===== config.mk =====
export PLATFORM = sky130hd
export DESIGN_NAME = cla_serial_sub
export DESIGN_NICKNAME = d
export VERILOG_FILES = /design/src/rtl/cla_serial_sub.sv
export SDC_FILE = /design/constraint.sdc
export NUM_CORES = 1
export LEC_CHECK = 0
export ABC_AREA = 1
export CAP_MARGIN = 15
export CELL_PAD_IN_SITES_DETAIL_PLACEMENT = 0
export CELL_PAD_IN_SITES_GLOBAL_PLACEMENT = 1
export CORE_MARGIN = 2
export CORE_UTILIZATION = 38
export CTS_CLUSTER_DIAMETER = 50
export CTS_CLUSTER_SIZE = 10
export DETAILED_ROUTE_END_ITERATION = 10
export GPL_TIMING_DRIVEN = 0
export PLACE_DENSITY_LB_ADDON = 0.12
export SYNTH_ARGS = -nofsm -noshare
export SYNTH_HDL_FRONTEND = slang
export SYNTH_SLANG_ARGS = --single-unit

===== constraint.sdc =====
create_clock -name clk -period 2.3 [get_ports clk]
set_input_delay 0.46 -clock clk [delete_from_list [all_inputs] [get_ports clk]]
set_output_delay 0.46 -clock clk [all_outputs]
set_load 0.03 [all_outputs]

===== src/rtl/cla_serial_sub.sv =====
// Multi-cycle WIDTH-bit subtractor: d = a - b - bin, one 4-bit carry-lookahead
// slice per clock, least significant slice first, with a registered borrow chain.
module cla_serial_sub #(
  parameter int WIDTH = 16
) (
  input  logic             clk,
  input  logic             rst_n,
  input  logic             in_valid,
  output logic             in_ready,
  input  logic [WIDTH-1:0] a,
  input  logic [WIDTH-1:0] b,
  input  logic             bin,
  output logic             out_valid,
  input  logic             out_ready,
  output logic [WIDTH-1:0] d,
  output logic             bout,
  output logic             zero
);

  localparam int SLICES = WIDTH / 4;
  localparam int KW     = (SLICES > 1) ? $clog2(SLICES) : 1;

  // Handshakes: a transfer happens on a rising edge where valid && ready are
  // both high; valid never waits on ready, and once out_valid rises the result
  // is held until out_ready is seen.
  typedef enum logic [1:0] {IDLE, RUN, DONE} state_t;

  state_t           state;
  logic [KW-1:0]    k;
  logic [WIDTH-1:0] a_r;
  logic [WIDTH-1:0] b_r;
  logic             carry;

  logic [3:0]       x, y, g, p, s;
  logic [4:0]       c;
  logic [WIDTH-1:0] d_next;
  logic             last;

  assign in_ready = (state == IDLE);

  // Operand registers shift right each RUN cycle, so the current slice is
  // always in bits [3:0]; subtraction is a + ~b + carry (carry = ~borrow).
  assign x = a_r[3:0];
  assign y = ~b_r[3:0];
  assign g = x & y;
  assign p = x ^ y;
  assign c[0] = carry;
  assign c[1] = g[0] | (p[0] & c[0]);
  assign c[2] = g[1] | (p[1] & g[0]) | (p[1] & p[0] & c[0]);
  assign c[3] = g[2] | (p[2] & g[1]) | (p[2] & p[1] & g[0])
              | (p[2] & p[1] & p[0] & c[0]);
  assign c[4] = g[3] | (p[3] & g[2]) | (p[3] & p[2] & g[1])
              | (p[3] & p[2] & p[1] & g[0]) | (p[3] & p[2] & p[1] & p[0] & c[0]);
  assign s    = p ^ c[3:0];
  assign last = (k == KW'(SLICES - 1));

  always_comb begin
    d_next = d;
    for (int i = 0; i < SLICES; i++) begin
      if (k == KW'(i)) d_next[i*4 +: 4] = s;
    end
  end

  always_ff @(posedge clk or negedge rst_n) begin
    if (!rst_n) begin
      state     <= IDLE;
      k         <= '0;
      a_r       <= '0;
      b_r       <= '0;
      carry     <= 1'b0;
      d         <= '0;
      bout      <= 1'b0;
      zero      <= 1'b0;
      out_valid <= 1'b0;
    end else begin
      case (state)
        IDLE: begin
          if (in_valid && in_ready) begin
            a_r   <= a;
            b_r   <= b;
            carry <= ~bin;
            k     <= '0;
            state <= RUN;
          end
        end
        RUN: begin
          a_r   <= a_r >> 4;
          b_r   <= b_r >> 4;
          carry <= c[4];
          d     <= d_next;
          k     <= k + KW'(1);
          if (last) begin
            state     <= DONE;
            out_valid <= 1'b1;
            bout      <= ~c[4];
            zero      <= (d_next == '0);
          end
        end
        DONE: begin
          if (out_ready) begin
            state     <= IDLE;
            out_valid <= 1'b0;
          end
        end
        default: state <= IDLE;
      endcase
    end
  end

endmodule


Word-level counts from Yosys, hierarchy flattened
Index checks and enable logic that the tools add are counted.
- register bits: 56
- equal/unequal tests: 8
- mux-type cells: 19
- reductions and logical operators: 10
- add/sub/neg operators: 1
- bitwise operators: 32
- operators with widths (cell ; number):
    case mux 16 bit (2 select lines) ; 2
    2-to-1 mux 16 bit ; 2
    bitwise AND 1 bit ; 16
    logical NOT 16 bit ; 1
    2-to-1 mux 4 bit ; 4
    OR 1 bit ; 10
    2-to-1 mux 2 bit ; 4
    bitwise XOR 4 bit ; 2
    equality test 2 bit (second input constant) ; 3
    case mux 2 bit (3 select lines) ; 1
    AND reduction 3 bit ; 2
    bitwise AND 4 bit ; 1
    equality test 2 x 1 -> 1 bit (second input constant) ; 2
    logical NOT 2 bit ; 2
    inequality test 2 bit (second input constant) ; 2
    inverter 4 bit ; 1
    case mux 1 bit (2 select lines) ; 2
    case mux 2 bit (2 select lines) ; 1
    AND reduction 2 bit ; 2
    nonzero test 2 bit ; 2
    2-to-1 mux 1 bit ; 3
    adder 2 x 1 -> 2 bit (second input constant) ; 1
    inequality test 2 x 1 -> 1 bit (second input constant) ; 1
    inverter 1 bit ; 2
    logical AND 1 bit ; 1

Longest topological paths before layout
Gate-level depths: netlist of the first run.
- depth in word-level cells: 9
- mapped depth: 13
- gate-level depth less buffers: 13

Least setup slack after synthesis of the first run
OpenSTA, ideal clock, no wires.
- path kind: reg2reg
- start point: reg a_r[2]
- end point: reg d[15]
- library setup time: 0.125 ns
- path buffers: 0
- stages on the path, launching flop included: 8
- required time: 2.175 ns
- clock period less this slack: 1.632 ns
- slack: 0.668 ns
- arrival: 1.506 ns
- cells stage by stage: dfrtp_1 > ha_1 > or2_2 > nand2_1 > nand2_1 > nand2_1 > nand2_1 > mux2_4
- cells in the longest elaborated chain, start to end: 7
- RTL lines (element ; line ; text):
    start, declared ; 30 ; logic [WIDTH-1:0] a_r;
    start signal, assigned ; 87 ; a_r <= a_r >> 4;
    bitwise XOR 4 bit ; 46 ; assign p = x ^ y;
    bitwise AND 1 bit, on equally long branches ; 50, 51 ;
    OR 1 bit, or another cell as far along ; 50 ; assign c[3] = g[2] | (p[2] & g[1]) | (p[2] & p[1] & g[0])
    OR 1 bit / bitwise AND 1 bit (equally long branches) ; 50, 51 ;
    OR 1 bit (*) ; 51 ; | (p[2] & p[1] & p[0] & c[0]);
    bitwise XOR 4 bit (*) ; 54 ; assign s = p ^ c[3:0];
    2-to-1 mux 4 bit (*) ; 60 ; if (k == KW'(i)) d_next[i*4 +: 4] = s;
    end signal, assigned ; 90 ; d <= d_next;
    end, declared ; 15 ; output logic [WIDTH-1:0] d,
Every way passes the cells marked *; elsewhere a longest branch is shown, timed or not.
A chain may end at the register's enable or synchronous reset.

Worst setup path in the final report of the first run
- start point: reg state[1]
- end point: out in_ready
- cells in the longest elaborated chain, start to end: 1
- RTL lines (element ; line ; text):
    start, declared ; 28 ; state_t state;
    start signal, assigned ; 66 ; state <= IDLE;
    start signal, assigned ; 83 ; state <= RUN;
    start signal, assigned ; 93 ; state <= DONE;
    logical NOT 2 bit ; 39 ; assign in_ready = (state == IDLE);
    end, declared ; 9 ; output logic in_ready,
No other way between the ends.

==> results.toml, run 1 <==
[run_status]
status = "finished, final reports clean"

[logic_synthesis]
yosys.area.top_type = "dfrtp_1"
syn-num-nets = 371
synth_edf_count = 0
synthTopCellsByArea = "dfrtp_1 51%, o21ai_0 11%, nand2_1 8.3%, inv_1 4.4%, ha_1 3.6%"
synth_area_per_cell_sq_um = 8.49
ys_top_cells_by_count = "61 x nand2_1, 61 x o21ai_0, 56 x dfrtp_1"
seq_area_frac_synth_pct = 50.8
syn_area_sq_um = 2760
ys_dominant_reg_cell = "dfrtp_1"
synth_cell_types = 29
synth_top_area_share_pct = 50.8
async_flop_share_pct = 100
yosysWarnings = 0
netlist_instances = 325
ys_ff_latch = 56

[drt]
post-route-drc-count = 0
vias_per_cell = 4.83
wl_mm = 6.91
routedWlPerCell_um = 14.1
first_pass_iters = 4
initialDrtViolationCount = 111
via_count = 2362
ant_nets = 0

[finish]
nFillCells = 711
syn_to_final_growth_pct = 30.2
stdcell_count = 489
nNetsFinal = 435
drive_gt1_share_pct = 8.97
diodes = 0

[critical_path]
start_kind = "flip-flop"
cp.arrival_ps = 1670
required_ps = 1840
crit_chain = "nor2_1, clkbuf_2, dlygate4sd2_1"
critPathCaptureType = "output pin"
crit_type = "flip-flop to output pin"
critPathMaxStageDelay_ps = 440
crit_family = "buffers and inverters"
crit_buf_inv = 2
cp_slowest_cell = "dfrtp_1"
path_max_fanout = 10

[placed_design]
io_buffers = 56
gp_congestion = 0.785
post-place-ws_ps = 87.9
place_inst = 481
dp_hpwl_mm = 5.09

[clock_tree]
post_cts_buffers = 0
clk-insertion-delay-late_ps = 320
numCtsBuffers = 5
cts.sinks = 56
cts_buffer_depth = 2
clockRootBuffer = "clkbuf_8"
cts_tree = "done"
ctsHoldBuffers = 0
cts-htree-levels = 2
clkTransAtPathRegs_ps = 110
cts_resized = 2

[timing]
fin_crit_sh_pct = 92.6
slew_headroom_pct = 44.1
finalHoldViolCount = 0
period_needed_ps = 2130
hold_slack_ps = 234
setup_violations = 0
fin_ws_ps = 170
fmax_ghz = 0.470
tightest_slew_ps = 839
slew_violations = 0
clock_skew_ps = 12.6
rsz0062_at_grt = "no"

[die]
die_width_um = 89.2
design.core.area_sq_um = 7140
start_util_pct = 38.7
die-area_sq_um = 7960
die-height_um = 89.2
ios = 57
fp-row-count = 31

[worst_hold_path]
worst_hold_path_type = "primary input to asynchronous set/reset pin"

[power]
leakage_nw = 1.65
peakVddDrop_uv = 658
powerDensity_nw_per_um2 = 1650

[flow_run]
maxCapViolCount = 0

[global_route]
grt_max_degree = 36
groute.usage.overall_pct = 19.2
overflow = 0
antenna_found_initial = 0
grt_pass1_wl_mm = 11.6
grt_pass1_vias = 2288
## power breakdown
group          switching, mW  leakage, nW  internal, mW  total (mW)
Combinational           2.18        0.897          1.31        3.49
Sequential             0.241        0.691          1.47        1.72
Clock                  0.332       0.0645         0.385       0.717
Total                   2.75         1.65          3.17        5.92
## sequential cells by signal, summed over array words and instances (netlist names)
signal and flops:
state 2, a_r 16, b_r 16, k 2, zero 1, out_valid 1
d 16, carry 1, bout 1
## routing by layer
metal,global-route usage [%],routed length [um],up-vias
li1,-,-,1200
met1,28.5,3480,1106
met2,29.3,3030,50
met3,3.51,339,6
met4,4.07,58,0
met5,0,0,-
## kinds of logic (layout without fill, tap and decap cells)
| kind of cell | count (synthesis) | after routing | share of synthesized area, % |
|---|---|---|---|
| simple gates | 116 | 116 | 18.0 |
| compound gates | 92 | 92 | 17.8 |
| flops | 56 | 56 | 50.8 |
| buf+inv | 50 | 115 | 8.11 |
| fa+ha+maj | 9 | 9 | 4.35 |
| mux | 2 | 2 | 0.952 |
## worst paths after layout
path	from	end	slack (ps)	cells past startpoint
max	state[1]$_DFFE_PN0P_	in_ready	170	3
min	rst_n	b_r[10]$_DFFE_PN0P_	230	1
max reg2reg	a_r[0]$_DFFE_PN0P_	zero$_DFFE_PN0P_	360	10
min reg2reg	out_valid$_DFFE_PN0P_	out_valid$_DFFE_PN0P_	490	2
max in group asynchronous	rst_n	a_r[0]$_DFFE_PN0P_	1470	2
min in group clk	out_valid$_DFFE_PN0P_	out_valid$_DFFE_PN0P_	490	2
## cell type report
class                      instances  area, sq um  share of cell area [%]
multi-input combinational        219         1130                    31.6
clock inverter                     1         30.0                   0.836
clock buffer                       7         96.3                    2.68
timing repair buffer              57          582                    16.2
inverter                          34          133                    3.69
sequential                        56         1400                    39.0
tap                               99          124                    3.45
buffer                            16         92.6                    2.58
## stage by stage
step	power [mW]	instance area (sq um)	TNS, ps	utilization [%]
global placement	5.20	3440	-61540	48.3
detailed placement	5.26	3470	0	48.6
finish	5.92	3590	0	50.4
global route	6.55	3590	0	50.4
CTS	5.98	3590	0	50.4
floorplan	4.12	2760	0	-
## cell usage in the layout, fill, tap and decap left out, types with 2 or more instances in the layout
cell type        netlist  routed
o21ai_1                6       6
o21ai_0               61      61
clkdlybuf4s50_1        0      54
nand2_1               61      61
buf_6                  3       3
nand3_1               20      20
dfrtp_1               56      56
ha_1                   8       8
a22oi_1                4       4
o22ai_1                2       2
inv_1                 32      32
a21oi_1               13      13
or2_2                  7       7
nand4_1                2       2
o211ai_1               2       2
clkbuf_8               0       7
nor2_1                22      22
buf_2                  7       8
clkbuf_1               6       5
o21bai_1               2       2
Note: power is estimated with default switching activity, not from simulation.
==> run 2: changes to the inputs <==
--- a/config.mk
+++ b/config.mk
@@ -16,6 +16,7 @@
 export DETAILED_ROUTE_END_ITERATION = 10
 export GPL_TIMING_DRIVEN = 0
 export PLACE_DENSITY_LB_ADDON = 0.12
+export SLEW_MARGIN = 20
 export SYNTH_ARGS = -nofsm -noshare
 export SYNTH_HDL_FRONTEND = slang
 export SYNTH_SLANG_ARGS = --single-unit
==> run 2 against run 1 <==
  * First-iteration DRC count increased by 2.7%
  * Critical endpoint unchanged
  * Largest power group unchanged
  * Critical path depth stayed put
  * Global-route usage up 0.17 points
  * Worst setup slack better by 6.1 ps
  * Register-to-register slack improved by 20 ps
  * Hold slack better by 250 ps
==> results.toml, run 2 (synthesis gave the netlist of run 1 again) <==
[drt]
ant_nets = 0
first_pass_iters = 4
initialDrtViolationCount = 114
post-route-drc-count = 0
wl_mm = 6.94
vias_per_cell = 4.83
via_count = 2369
routedWlPerCell_um = 14.2

[placed_design]
dp_hpwl_mm = 5.08
io_buffers = 56
place_inst = 481
place_area_sq_um = 3470
gp_congestion = 0.785

[worst_hold_path]
worst_hold_path_type = "flip-flop to flip-flop"

[finish]
stdcell_count = 490
area.sequential_sq_um = 1400
fin_util_pct = 50.5
drive_gt1_share_pct = 8.95
reg.largest.list = "a_r x16, b_r x16, d x16"
nFillCells = 722
syn_to_final_growth_pct = 30.6
final_area_sq_um = 3610
nNetsFinal = 436
final_cell_mix = "61 x nand2_1, 61 x o21ai_0, 56 x dfrtp_1"
multi_input_area_sq_um = 1130
diodes = 0

[clock_tree]
cts-htree-levels = 2
clkTransAtPathRegs_ps = 90
cts_buffer_depth = 2
cts_tree = "done"
clk-insertion-delay-late_ps = 320
clockRootBuffer = "clkbuf_8"
cts.sinks = 56
numCtsBuffers = 5

[critical_path]
path_max_fanout = 10
regToRegSetupSlack_ps = 380
cp.arrival_ps = 1660
rr_worst_depth = 10
rr_startpoint = "a_r[0]$_DFFE_PN0P_"
endpoint = "in_ready"
required_ps = 1840
cp-startpoint = "state[1]$_DFFE_PN0P_"
crit_type = "flip-flop to output pin"
start_kind = "flip-flop"
critPathCaptureType = "output pin"
rr_endpoint = "zero$_DFFE_PN0P_"

[die]
die_width_um = 89.2
design.core.area_sq_um = 7140
die-area_sq_um = 7960
start_util_pct = 38.7
die-height_um = 89.2
ios = 57
fp-row-count = 31

[global_route]
groute.usage.overall_pct = 19.3
overflow = 0
grt_pass1_vias = 2334
grt_pass1_wl_mm = 11.7
grt_max_degree = 43
antenna_found_initial = 0

[power]
peakVddDrop_uv = 617
power_mw = 5.93
leakage_nw = 1.66
powerDensity_nw_per_um2 = 1640

[flow_run]
maxCapViolCount = 0

[timing]
hold_slack_ps = 485
period_needed_ps = 2120
rsz0062_at_grt = "no"
tightest_slew_ps = 542
clock_skew_ps = 12.1
finalHoldViolCount = 0
fin_crit_sh_pct = 92.3
slew_headroom_pct = 63.9
fmax_ghz = 0.471
setup_violations = 0
slew_violations = 0

[run_status]
status = "finished, final reports clean"
run 2: cell count changes in the layout (fill, tap and decap cells not counted), sizes merged:
cell         previous run  this run
dlygate4sd3             0         1
run 2: how the worst min path moves through the flow:
stage,from,slack (ps),cells past startpoint,to
final,out_valid$_DFFE_PN0P_,480,2,out_valid$_DFFE_PN0P_
after global routing,out_valid$_DFFE_PN0P_,510,2,out_valid$_DFFE_PN0P_
after CTS,out_valid$_DFFE_PN0P_,490,2,out_valid$_DFFE_PN0P_
after detailed placement,rst_n,340,1,b_r[6]$_DFFE_PN0P_
after global placement,out_valid$_DFFE_PN0P_,470,2,out_valid$_DFFE_PN0P_
after floorplan,rst_n,160,0,a_r[0]$_DFFE_PN0P_
run 2: final cells by class:
cell class | instances | share of cell area, %
flip-flops and latches | 56 | 38.9
multi-input cells | 219 | 31.5
repair buffers | 58 | 16.5
inverters | 34 | 3.68
well taps | 99 | 3.44
clock buffers | 7 | 2.67
plain buffers | 16 | 2.57
clock inverters | 1 | 0.833
run 2: through the flow:
step | setup slack, ps | setup TNS, ps
detailed placement | 87.9 | 0
finish | 176 | 0
global placement | -1100 | -61540
global route | 73.4 | 0
floorplan | 668 | 0
CTS | 170 | 0
run 2: repair_timing:
action                     4_1_cts  5_1_grt
setup endpoints to repair        1        0
resized for setup                2        0
hold buffers                     1        0
hold endpoints to repair         4        0
setup buffers                    0        0
run 2: power by group:
group          leakage, nW  switching [mW]  internal [mW]
registers            0.691           0.244           1.47
clock network       0.0645           0.324          0.385
logic                0.902            2.19           1.31
total                 1.66            2.76           3.17
run 2: critical path, cell delays in order, from the launching register on:
cell and delay, ps:
dfrtp_1 440, nor2_1 220, clkbuf_2 270, dlygate4sd2_1 430
run 2: layer usage:
metal | part of all wire (%) | GRT usage (%) | up-vias | wire, um
met4 | 0.82 | 4.21 | 0 | 57
met3 | 3.4 | 3.42 | 6 | 236
met1 | 52 | 28.9 | 1125 | 3570
li1 | - | - | 1198 | -
met2 | 44 | 29.4 | 40 | 3070
met5 | 0 | 0 | - | 0
==> run 3: changes to the inputs <==
--- a/config.mk
+++ b/config.mk
@@ -10,11 +10,12 @@
 export CELL_PAD_IN_SITES_DETAIL_PLACEMENT = 0
 export CELL_PAD_IN_SITES_GLOBAL_PLACEMENT = 1
 export CORE_MARGIN = 2
-export CORE_UTILIZATION = 38
+export CORE_UTILIZATION = 41
 export CTS_CLUSTER_DIAMETER = 50
 export CTS_CLUSTER_SIZE = 10
 export DETAILED_ROUTE_END_ITERATION = 10
 export GPL_TIMING_DRIVEN = 0
+export HOLD_SLACK_MARGIN = 0.02
 export PLACE_DENSITY_LB_ADDON = 0.12
 export SLEW_MARGIN = 20
 export SYNTH_ARGS = -nofsm -noshare
==> constraint.sdc (replaced) <==
create_clock -name clk -period 2.55 [get_ports clk]
set_input_delay 0.51 -clock clk [delete_from_list [all_inputs] [get_ports clk]]
set_output_delay 0.51 -clock clk [all_outputs]
set_load 0.03 [all_outputs]
==> run 3 against run 2 <==
  * Clock skew decreased by 6.7 ps
  * Register-to-register slack gained 230 ps
  * Cell area fell by 2.2%
  * Routed wire length decreased by 1.6%
  * Sequential power decreased by 9%
  * Die area decreased by 7.0%
  * Hold slack worse by 400 ps
  * First-iteration DRC count up 9.6%
  * Clock power is 30% lower
  * Combinational power shrank 10%
  * Worst setup slack worse by 72 ps
  * Clock-buffer cell count is 1 higher
  * Critical endpoint unchanged
  * Largest cell class unchanged
  * Highest routed layer unchanged
==> results.toml, run 3 (synthesis gave the netlist of run 1 again) <==
[run_status]
status = "finished, final reports clean"

[power]
share_comb_of_total_power_pct = 60.5
power_mw = 5.21
peakVddDrop_uv = 663
pwr-share-seq_pct = 29.9
switching_share_pct = 47.4
clockPowerShare_pct = 9.6
p_sw_mw = 2.47
p_int_mw = 2.74
leakage_nw = 1.63
powerDensity_nw_per_um2 = 1480

[critical_path]
endpoint = "in_ready"
critPathCaptureType = "output pin"
rr_startpoint = "a_r[0]$_DFFE_PN0P_"
cp.arrival_ps = 1940
start_kind = "flip-flop"
rr_worst_depth = 10
rr_endpoint = "zero$_DFFE_PN0P_"
path_max_fanout = 10
regToRegSetupSlack_ps = 610
required_ps = 2040
cp-startpoint = "state[1]$_DFFE_PN0P_"
crit_type = "flip-flop to output pin"

[drt]
vias_per_cell = 5.10
first_pass_iters = 4
post-route-drc-count = 0
wl_mm = 6.82
ant_nets = 0
via_count = 2382
route.met3.wl_um = 254
dr_wl_met2_mm = 3.07
routedWlPerCell_um = 14.6
initialDrtViolationCount = 125
top_layer_used = "met4"
drt-met1-wl_mm = 3.42

[clock_tree]
clkTransAtPathRegs_ps = 100
post_cts_buffers = 0
numCtsBuffers = 5
ctsHoldBuffers = 0
cts_tree = "done"
cts.sinks = 56
clk-insertion-delay-late_ps = 310
cts_resized = 2
cts-htree-levels = 2
clockRootBuffer = "clkbuf_8"
cts_buffer_depth = 2

[timing]
setup_violations = 0
fin_ws_ps = 105
rsz0062_at_grt = "no"
period_needed_ps = 2450
fmax_ghz = 0.409
hold_slack_ps = 88.0
tightest_slew_ps = 542
clock_skew_ps = 5.32
fin_tns_setup_ps = 0
fin_crit_sh_pct = 95.9
finalHoldViolCount = 0
slew_headroom_pct = 63.9
slew_violations = 0

[die]
start_util_pct = 43.0
die_width_um = 86.1
die-height_um = 86.1
ios = 57
fp-row-count = 29
die-area_sq_um = 7400
design.core.area_sq_um = 6420

[finish]
drive_gt1_share_pct = 8.72
reg.largest.list = "a_r x16, b_r x16, d x16"
fin_util_pct = 54.9
nFillCells = 633
final_area_sq_um = 3530
syn_to_final_growth_pct = 27.8
nNetsFinal = 435
final_cell_mix = "61 x nand2_1, 61 x o21ai_0, 56 x dfrtp_1"
stdcell_count = 467
diodes = 0

[global_route]
overflow = 0
grt_pass1_wl_mm = 11.4
antenna_found_initial = 0
groute.usage.overall_pct = 20.0
grt_pass1_vias = 2266
grt_max_degree = 33

[flow_run]
maxCapViolCount = 0

[worst_hold_path]
worst_hold_path_type = "primary input to asynchronous set/reset pin"

[placed_design]
post-place-ws_ps = 175
dp_hpwl_mm = 4.89
gp_congestion = 0.759
place_inst = 459
io_buffers = 56
place_area_sq_um = 3430
## run 3: routing by layer
metal,GRT usage (%),up-vias
met5,0,-
met4,5.19,0
met3,3.37,5
met2,29.7,37
met1,30.1,1144
li1,-,1196
## run 3: worst min-delay path by stage
| stage | depth (start not counted) | from | slack, ps | end |
|---|---|---|---|---|
| after global routing | 1 | rst_n | 100 | b_r[9]$_DFFE_PN0P_ |
| after global placement | 2 | d[14]$_DFFE_PN0P_ | 460 | d[14]$_DFFE_PN0P_ |
| after floorplan | 0 | rst_n | 210 | a_r[0]$_DFFE_PN0P_ |
| final | 1 | rst_n | 90 | b_r[9]$_DFFE_PN0P_ |
| after CTS | 1 | rst_n | 100 | b_r[9]$_DFFE_PN0P_ |
| after detailed placement | 1 | rst_n | 440 | b_r[9]$_DFFE_PN0P_ |
## run 3: power by group through the flow
stage                     Sequential [mW]  Combinational, mW  Clock (mW)
after CTS                            1.56               3.18       0.521
after floorplan                      1.79               1.93           0
after global routing                 1.61               3.58       0.553
final                                1.56               3.15       0.499
after detailed placement             1.57               3.16           0
after global placement               1.57               3.12           0
## run 3: worst max-delay path, stage by stage (launching register included)
cell	delay [ps]
dfrtp_1	430
nor2_2	220
clkbuf_2	270
clkdlybuf4s50_1	700
## run 3: layout make-up
type	count	area, sq um	share of cell area, %
multi-input combinational	219	1140	32.2
buffer	16	92.6	2.62
clock buffer	8	90.1	2.55
tap	77	96.3	2.73
sequential	56	1400	39.7
inverter	34	133	3.76
timing repair buffer	57	578	16.4
